==> src/rtl/mem_arbiter_pkg.sv <==
// mem_arbiter_pkg: shared AXI response codes, arbiter states and owner encoding
package mem_arbiter_pkg;
  localparam logic [1:0] RESP_OKAY = 2'b00;
  typedef enum logic [2:0] {ST_IDLE, ST_RD_ADDR, ST_RD_DATA, ST_WR_REQ, ST_WR_RESP} state_e;
  typedef enum logic {OWNER_IF = 1'b0, OWNER_MEM = 1'b1} owner_e;
  function automatic logic resp_err(input logic [1:0] resp);
    return resp != RESP_OKAY;
  endfunction
endpackage

==> src/rtl/mem_arb_grant.sv <==
// mem_arb_grant: combinational grant select (fixed mem priority, or round-robin under MEM_ARB_RR_EN)
module mem_arb_grant
  import mem_arbiter_pkg::*;
(
  input  logic   if_req_i,
  input  logic   mem_req_i,
  input  logic   block_i,
  input  owner_e last_i,
  output logic   gnt_if_o,
  output logic   gnt_mem_o
);
  logic mem_first;
`ifdef MEM_ARB_RR_EN
  assign mem_first = last_i == OWNER_IF;
`else
  logic unused_last;
  assign unused_last = last_i == OWNER_IF;
  assign mem_first = 1'b1;
`endif
  assign gnt_mem_o = ~block_i & mem_req_i & (mem_first | ~if_req_i);
  assign gnt_if_o  = ~block_i & if_req_i & (~mem_first | ~mem_req_i);
endmodule

==> src/rtl/mem_arbiter.sv <==
// mem_arbiter: shares one AXI-Lite master between fetch and data requesters; MEM_ARB_RR_EN selects round-robin
module mem_arbiter
  import mem_arbiter_pkg::*;
#(
  parameter int ADDR_W = 32,
  parameter int DATA_W = 32
) (
  input  logic                clk,
  input  logic                rst,
  input  logic                if_req_i,
  input  logic [ADDR_W-1:0]   if_addr_i,
  output logic [DATA_W-1:0]   if_rdata_o,
  output logic                if_done_o,
  output logic                if_stall_req_o,
  input  logic                mem_req_i,
  input  logic                mem_we_i,
  input  logic [DATA_W/8-1:0] mem_sel_i,
  input  logic [ADDR_W-1:0]   mem_addr_i,
  input  logic [DATA_W-1:0]   mem_wdata_i,
  output logic [DATA_W-1:0]   mem_rdata_o,
  output logic                mem_done_o,
  output logic                mem_stall_req_o,
  output logic                err_o,
  output logic [ADDR_W-1:0]   m_araddr,
  output logic                m_arvalid,
  input  logic                m_arready,
  input  logic [DATA_W-1:0]   m_rdata,
  input  logic [1:0]          m_rresp,
  input  logic                m_rvalid,
  output logic                m_rready,
  output logic [ADDR_W-1:0]   m_awaddr,
  output logic                m_awvalid,
  input  logic                m_awready,
  output logic [DATA_W-1:0]   m_wdata,
  output logic [DATA_W/8-1:0] m_wstrb,
  output logic                m_wvalid,
  input  logic                m_wready,
  input  logic [1:0]          m_bresp,
  input  logic                m_bvalid,
  output logic                m_bready
);
  state_e state_q, state_d;
  owner_e owner_q, owner_d, last_q, last_d;
  logic [ADDR_W-1:0] addr_q, addr_d;
  logic [DATA_W-1:0] wdata_q, wdata_d, if_rdata_q, if_rdata_d, mem_rdata_q, mem_rdata_d;
  logic [DATA_W/8-1:0] sel_q, sel_d;
  logic aw_done_q, aw_done_d, w_done_q, w_done_d;
  logic if_done_q, if_done_d, mem_done_q, mem_done_d, err_q, err_d;
  logic arvalid_q, arvalid_d, rready_q, rready_d, awvalid_q, awvalid_d;
  logic wvalid_q, wvalid_d, bready_q, bready_d;
  logic gnt_if, gnt_mem;

  mem_arb_grant u_grant (
    .if_req_i  (if_req_i),
    .mem_req_i (mem_req_i),
    .block_i   (if_done_q | mem_done_q),
    .last_i    (last_q),
    .gnt_if_o  (gnt_if),
    .gnt_mem_o (gnt_mem)
  );

  // Next-state and registered-output logic; AXI valids/readies derive from the next state
  always_comb begin
    state_d     = state_q;
    owner_d     = owner_q;
    last_d      = last_q;
    addr_d      = addr_q;
    wdata_d     = wdata_q;
    sel_d       = sel_q;
    aw_done_d   = aw_done_q;
    w_done_d    = w_done_q;
    if_rdata_d  = if_rdata_q;
    mem_rdata_d = mem_rdata_q;
    if_done_d   = 1'b0;
    mem_done_d  = 1'b0;
    err_d       = 1'b0;
    case (state_q)
      ST_IDLE: if (gnt_if | gnt_mem) begin
        owner_d   = gnt_mem ? OWNER_MEM : OWNER_IF;
        last_d    = gnt_mem ? OWNER_MEM : OWNER_IF;
        addr_d    = gnt_mem ? mem_addr_i : if_addr_i;
        wdata_d   = mem_wdata_i;
        sel_d     = gnt_mem ? mem_sel_i : '0;
        aw_done_d = 1'b0;
        w_done_d  = 1'b0;
        state_d   = (gnt_mem & mem_we_i) ? ST_WR_REQ : ST_RD_ADDR;
      end
      ST_RD_ADDR: if (m_arready) state_d = ST_RD_DATA;
      ST_RD_DATA: if (m_rvalid) begin
        state_d     = ST_IDLE;
        err_d       = resp_err(m_rresp);
        if_done_d   = owner_q == OWNER_IF;
        mem_done_d  = owner_q == OWNER_MEM;
        if_rdata_d  = owner_q == OWNER_IF ? m_rdata : if_rdata_q;
        mem_rdata_d = owner_q == OWNER_MEM ? m_rdata : mem_rdata_q;
      end
      ST_WR_REQ: begin
        aw_done_d = aw_done_q | (awvalid_q & m_awready);
        w_done_d  = w_done_q | (wvalid_q & m_wready);
        if (aw_done_d & w_done_d) state_d = ST_WR_RESP;
      end
      ST_WR_RESP: if (m_bvalid) begin
        state_d    = ST_IDLE;
        err_d      = resp_err(m_bresp);
        mem_done_d = 1'b1;
      end
      default: state_d = ST_IDLE;
    endcase
    arvalid_d = state_d == ST_RD_ADDR;
    rready_d  = state_d == ST_RD_DATA;
    awvalid_d = (state_d == ST_WR_REQ) & ~aw_done_d;
    wvalid_d  = (state_d == ST_WR_REQ) & ~w_done_d;
    bready_d  = state_d == ST_WR_RESP;
  end

  // State and output registers; reset aborts any transaction immediately
  always_ff @(posedge clk or posedge rst) begin
    if (rst) begin
      state_q     <= ST_IDLE;
      owner_q     <= OWNER_IF;
      last_q      <= OWNER_MEM;
      addr_q      <= '0;
      wdata_q     <= '0;
      sel_q       <= '0;
      aw_done_q   <= 1'b0;
      w_done_q    <= 1'b0;
      if_rdata_q  <= '0;
      mem_rdata_q <= '0;
      if_done_q   <= 1'b0;
      mem_done_q  <= 1'b0;
      err_q       <= 1'b0;
      arvalid_q   <= 1'b0;
      rready_q    <= 1'b0;
      awvalid_q   <= 1'b0;
      wvalid_q    <= 1'b0;
      bready_q    <= 1'b0;
    end else begin
      state_q     <= state_d;
      owner_q     <= owner_d;
      last_q      <= last_d;
      addr_q      <= addr_d;
      wdata_q     <= wdata_d;
      sel_q       <= sel_d;
      aw_done_q   <= aw_done_d;
      w_done_q    <= w_done_d;
      if_rdata_q  <= if_rdata_d;
      mem_rdata_q <= mem_rdata_d;
      if_done_q   <= if_done_d;
      mem_done_q  <= mem_done_d;
      err_q       <= err_d;
      arvalid_q   <= arvalid_d;
      rready_q    <= rready_d;
      awvalid_q   <= awvalid_d;
      wvalid_q    <= wvalid_d;
      bready_q    <= bready_d;
    end
  end

  assign if_rdata_o      = if_rdata_q;
  assign mem_rdata_o     = mem_rdata_q;
  assign if_done_o       = if_done_q;
  assign mem_done_o      = mem_done_q;
  assign err_o           = err_q;
  assign if_stall_req_o  = if_req_i & ~if_done_q;
  assign mem_stall_req_o = mem_req_i & ~mem_done_q;
  assign m_araddr        = addr_q;
  assign m_awaddr        = addr_q;
  assign m_wdata         = wdata_q;
  assign m_wstrb         = sel_q;
  assign m_arvalid       = arvalid_q;
  assign m_rready        = rready_q;
  assign m_awvalid       = awvalid_q;
  assign m_wvalid        = wvalid_q;
  assign m_bready        = bready_q;
endmodule

==> config.mk <==
export PLATFORM = sky130hd
export DESIGN_NAME = mem_arbiter
export DESIGN_NICKNAME = d
export VERILOG_FILES = /design/src/rtl/mem_arbiter_pkg.sv /design/src/rtl/mem_arb_grant.sv /design/src/rtl/mem_arbiter.sv
export SDC_FILE = /design/constraint.sdc
export NUM_CORES = 1
export LEC_CHECK = 0
export ABC_CLOCK_PERIOD_IN_PS = 6900
export BUFFER_PORTS_ARGS = -buffer_cell sky130_fd_sc_hd__clkbuf_2
export CORE_AREA = 2 2 147 149
export DETAILED_ROUTE_END_ITERATION = 10
export DIE_AREA = 0 0 149 151
export GPL_TIMING_DRIVEN = 0
export PLACE_DENSITY = 0.66
export SLEW_MARGIN = 10
export SYNTH_ARGS = -nofsm -noshare
export SYNTH_HDL_FRONTEND = slang
export SYNTH_SLANG_ARGS = --single-unit
==> constraint.sdc <==
create_clock -name clk -period 6.9 [get_ports clk]
set_input_delay 0 -clock clk [delete_from_list [all_inputs] [get_ports clk]]
set_output_delay 0 -clock clk [all_outputs]
set_load 0.05 [all_outputs]
==> impl_metrics.sql <==
INSERT INTO impl_metrics (metric_group, metric, value, unit) VALUES
('die', 'die_area', '22500', 'sq um'),
('place', 'numPortBuffers', '319', ''),
('final_layout', 'syn2layout_area_growth', '64.5', '%'),
('drt', 'vias_per_cell', '4.27', ''),
('global_route', 'global_route.usage.total', '0.151', ''),
('die', 'ios', '320', ''),
('place', 'post_placement_worst_setup_slack', '4330', 'ps'),
('clock_tree', 'cts_resized', '0', ''),
('sta', 'final.setup.tns', '0', 'ps'),
('clock_tree', 'clkTransAtPathRegs', '60', 'ps'),
('drt', 'firstDrtPassIters', '4', ''),
('final_layout', 'design.final.nets', '1042', ''),
('place', 'place_hpwl', '11900', 'um'),
('logic_synthesis', 'synth_cells', '414', ''),
('sta', 'period_share', '0.460', ''),
('global_route', 'antenna_found_initial', '0', ''),
('worst_setup_path', 'critical-path-slowest-cell', 'sky130_fd_sc_hd__nor3b_1', ''),
('logic_synthesis', 'synth.distinct_cells', '33', ''),
('sta', 'holdWs', '164', 'ps'),
('drt', 'detail-route-antenna-nets', '0', ''),
('worst_setup_path', 'worst-endpoint-arrival', '3470', 'ps'),
('sta', 'report.final.slew_viol_count', '0', ''),
('worst_setup_path', 'worstSetupEndpointType', 'flip-flop', ''),
('status', 'outcome', 'complete, no violations', ''),
('sta', 'minimum_period_implied_by_the_final_worst_setup_slack', '3170', 'ps'),
('sta', 'final_hold_viol_count', '0', ''),
('sta', 'final.setup_skew', '6.48', 'ps'),
('sta', 'clock.fmax', '0.315', 'GHz'),
('worst_setup_path', 'path_buf_inv', '3', ''),
('die', 'die_w', '149', 'um'),
('logic_synthesis', 'postSynthNetCount', '560', ''),
('drt', 'route.final.wire_length', '17500', 'um'),
('worst_hold_path', 'timing.hold.worst.class', 'in2async', ''),
('drt', 'dr.first_iter.drc_count', '108', ''),
('run', 'cap_viol_max_count', '0', ''),
('worst_setup_path', 'critPathTopFamily', 'buffers and inverters', ''),
('logic_synthesis', 'synthArstFlopShare', '1.00', ''),
('place', 'gpl.final_weighted_congestion', '0.747', ''),
('logic_synthesis', 'ys_dominant_reg_cell', 'sky130_fd_sc_hd__dfrtp_1', ''),
('die', 'num_rows', '53', ''),
('logic_synthesis', 'syn-cell-area', '6170', 'sq um'),
('worst_setup_path', 'crit_path_start_kind', 'flip-flop', ''),
('die', 'die_height', '151', 'um'),
('worst_setup_path', 'critical_path_required', '7190', 'ps'),
('worst_setup_path', 'timing.critical_path.fanout_max', '10', ''),
('die', 'core_region_area', '20800', 'sq um'),
('clock_tree', 'cts_root_cell', 'sky130_fd_sc_hd__clkbuf_16', ''),
('logic_synthesis', 'number_of_synthesized_flops_with_an_enable_pin', '0', ''),
('global_route', 'grt_pass1_vias', '5290', ''),
('clock_tree', 'cts_hold_buf', '143', ''),
('drt', 'drc_errors', '0', ''),
('final_layout', 'finalCoreUtilization', '0.487', ''),
('final_layout', 'antenna_cells', '0', ''),
('clock_tree', 'postCtsSetupBuffers', '0', ''),
('drt', 'wl_per_cell', '14.7', 'um'),
('die', 'initial_cell_density_of_the_core', '0.296', ''),
('global_route', 'grt_pass1_wl', '26600', 'um'),
('sta', 'rsz0062_at_grt', 'no', ''),
('worst_setup_path', 'crit_type', 'reg2reg', ''),
('sta', 'final.setup.worst_slack', '3730', 'ps'),
('clock_tree', 'clock_latency_of_the_later_clocked_register_in_the_worst_skew_pair', '410', 'ps'),
('clock_tree', 'cts_buffers', '17', ''),
('clock_tree', 'tritoncts_num_sinks', '146', ''),
('sta', 'final_setup_viols', '0', ''),
('sta', 'timing.slew.headroom', '0.472', ''),
('clock_tree', 'ctsLongestPathBuffers', '2', ''),
('worst_setup_path', 'max_stage_delay', '690', 'ps'),
('clock_tree', 'tritoncts', 'yes', ''),
('logic_synthesis', 'synth-seq-area-share', '0.592', ''),
('sta', 'tightestPinTransition', '790', 'ps'),
('worst_setup_path', 'path_cells', 'nor3b_1 -> buf_2 -> buf_2 -> mux2_2 -> dlygate4sd3_1 -> mux2_2', ''),
('final_layout', 'layout-drive-gt1-share', '0.612', ''),
('logic_synthesis', 'post_synth.cell_area_avg', '14.9', 'sq um'),
('drt', 'via_count', '5059', ''),
('clock_tree', 'cts_max_level', '4', ''),
('logic_synthesis', 'yosysWarningCount', '0', ''),
('logic_synthesis', 'number_of_register_bits_inferred_by_synthesis', '146', ''),
('global_route', 'pin_count_of_the_biggest_net_entering_global_routing', '93', ''),
('global_route', 'global_route.overflow_total', '0', '');
-- per-layer routing --
| layer | share of wire | track usage | up-vias |
|---|---|---|---|
| li1 | - | - | 2410 |
| met1 | 0.39 | 0.170 | 2441 |
| met2 | 0.53 | 0.275 | 187 |
| met3 | 0.066 | 0.0446 | 21 |
| met4 | 0.017 | 0.0495 | 0 |
| met5 | 0 | 0 | - |
-- path summary, 6_finish.rpt --
check / startpoint / end / slack (ps) / cells past startpoint
max in group asynchronous: rst / m_araddr[25]$_DFFE_PP0P_ / 5940 / 4
worst max-delay path: mem_done_o$_DFF_PP0_ / m_araddr[1]$_DFFE_PP0P_ / 3730 / 6
min in group clk: mem_wdata_i[1] / m_wdata[1]$_DFFE_PP0P_ / 350 / 3
worst min register to register: m_wdata[1]$_DFFE_PP0P_ / m_wdata[1]$_DFFE_PP0P_ / 490 / 1
worst max register to register: mem_done_o$_DFF_PP0_ / m_araddr[1]$_DFFE_PP0P_ / 3730 / 6
worst min-delay path: rst / if_rdata_o[26]$_DFFE_PP0P_ / 160 / 3
-- metrics by stage --
| stage | cell area (sq um) | instances |
|---|---|---|
| 2_1_floorplan | 6170 | 414 |
| 5_1_grt | 10100 | 1184 |
| 3_5_place_dp | 8140 | 1009 |
| 6_report | 10100 | 1184 |
| 3_3_place_gp | 8110 | 1008 |
| 4_1_cts | 10100 | 1184 |
-- synthesized netlist by cell type (2+ instances only) --
| cell type | count | share of area |
|---|---|---|
| sky130_fd_sc_hd__a21oi_1 | 4 | 0.0032 |
| sky130_fd_sc_hd__a22o_1 | 2 | 0.0028 |
| sky130_fd_sc_hd__buf_2 | 8 | 0.0065 |
| sky130_fd_sc_hd__buf_4 | 37 | 0.045 |
| sky130_fd_sc_hd__buf_6 | 2 | 0.0037 |
| sky130_fd_sc_hd__clkbuf_1 | 5 | 0.0030 |
| sky130_fd_sc_hd__dfrtp_1 | 146 | 0.59 |
| sky130_fd_sc_hd__inv_1 | 3 | 0.0018 |
| sky130_fd_sc_hd__mux2_1 | 6 | 0.011 |
| sky130_fd_sc_hd__mux2_2 | 155 | 0.28 |
| sky130_fd_sc_hd__nand2_1 | 6 | 0.0037 |
| sky130_fd_sc_hd__nand3b_1 | 2 | 0.0024 |
| sky130_fd_sc_hd__nor2_1 | 5 | 0.0030 |
| sky130_fd_sc_hd__nor2b_1 | 3 | 0.0030 |
| sky130_fd_sc_hd__o21ai_0 | 6 | 0.0049 |
| sky130_fd_sc_hd__o22ai_1 | 3 | 0.0030 |
| sky130_fd_sc_hd__o31ai_1 | 4 | 0.0049 |
| sky130_fd_sc_hd__or2_2 | 2 | 0.0020 |
-- final cells by class --
cell class / instances / area (sq um)
inverter: 3 / 18.8
fill: 1829 / 10700
sequential: 146 / 3650
tap: 275 / 344
buffer: 52 / 359
clock buffer: 21 / 440
multi-input combinational: 213 / 2140
timing repair buffer: 463 / 3060
clock inverter: 11 / 130
-- registers in the layout, summed over array words and instances, names as in the netlist, 3 cells and up --
register,flops
if_rdata_o,32
m_araddr,32
m_wdata,32
m_wstrb,4
mem_rdata_o,32
state_q,3
-- cells by family after synthesis --
kind of cell | Yosys count | synth area share
simple gates | 27 | 0.0266
buf+inv | 55 | 0.0601
mux | 161 | 0.294
flops | 146 | 0.592
compound gates | 25 | 0.0270
-- placed cells by master (no fill, tap or decap), types with 2 or more instances in the layout --
cell | Yosys | layout
sky130_fd_sc_hd__inv_6 | 0 | 3
sky130_fd_sc_hd__o22ai_1 | 3 | 3
sky130_fd_sc_hd__clkbuf_1 | 5 | 9
sky130_fd_sc_hd__buf_2 | 8 | 8
sky130_fd_sc_hd__clkinvlp_4 | 0 | 4
sky130_fd_sc_hd__a22o_1 | 2 | 2
sky130_fd_sc_hd__o31ai_1 | 4 | 4
sky130_fd_sc_hd__clkbuf_2 | 0 | 319
sky130_fd_sc_hd__o21ai_0 | 6 | 6
sky130_fd_sc_hd__mux2_1 | 6 | 6
sky130_fd_sc_hd__nor2_1 | 5 | 5
sky130_fd_sc_hd__dlygate4sd3_1 | 0 | 143
sky130_fd_sc_hd__inv_1 | 3 | 2
sky130_fd_sc_hd__or2_2 | 2 | 2
sky130_fd_sc_hd__buf_6 | 2 | 2
sky130_fd_sc_hd__mux2_2 | 155 | 155
sky130_fd_sc_hd__nand3b_1 | 2 | 2
sky130_fd_sc_hd__nor2b_1 | 3 | 3
sky130_fd_sc_hd__bufinv_16 | 0 | 2
sky130_fd_sc_hd__clkbuf_16 | 0 | 17
sky130_fd_sc_hd__dfrtp_1 | 146 | 146
sky130_fd_sc_hd__a21oi_1 | 4 | 4
sky130_fd_sc_hd__buf_4 | 37 | 37
sky130_fd_sc_hd__nand2_1 | 6 | 6
-- worst register-to-register path: cells and delay by family, from the launching register on --
| kind | cells | cell delay (ps) |
|---|---|---|
| and+or+nand+nor | 1 | 690 |
| muxes | 2 | 640 |
| DFF | 1 | 440 |
| buffers and inverters | 3 | 1290 |
Power is left out: the tool's default activity adds up to more than one toggle a clock period on the data nets, which glitch-free logic cannot reach.
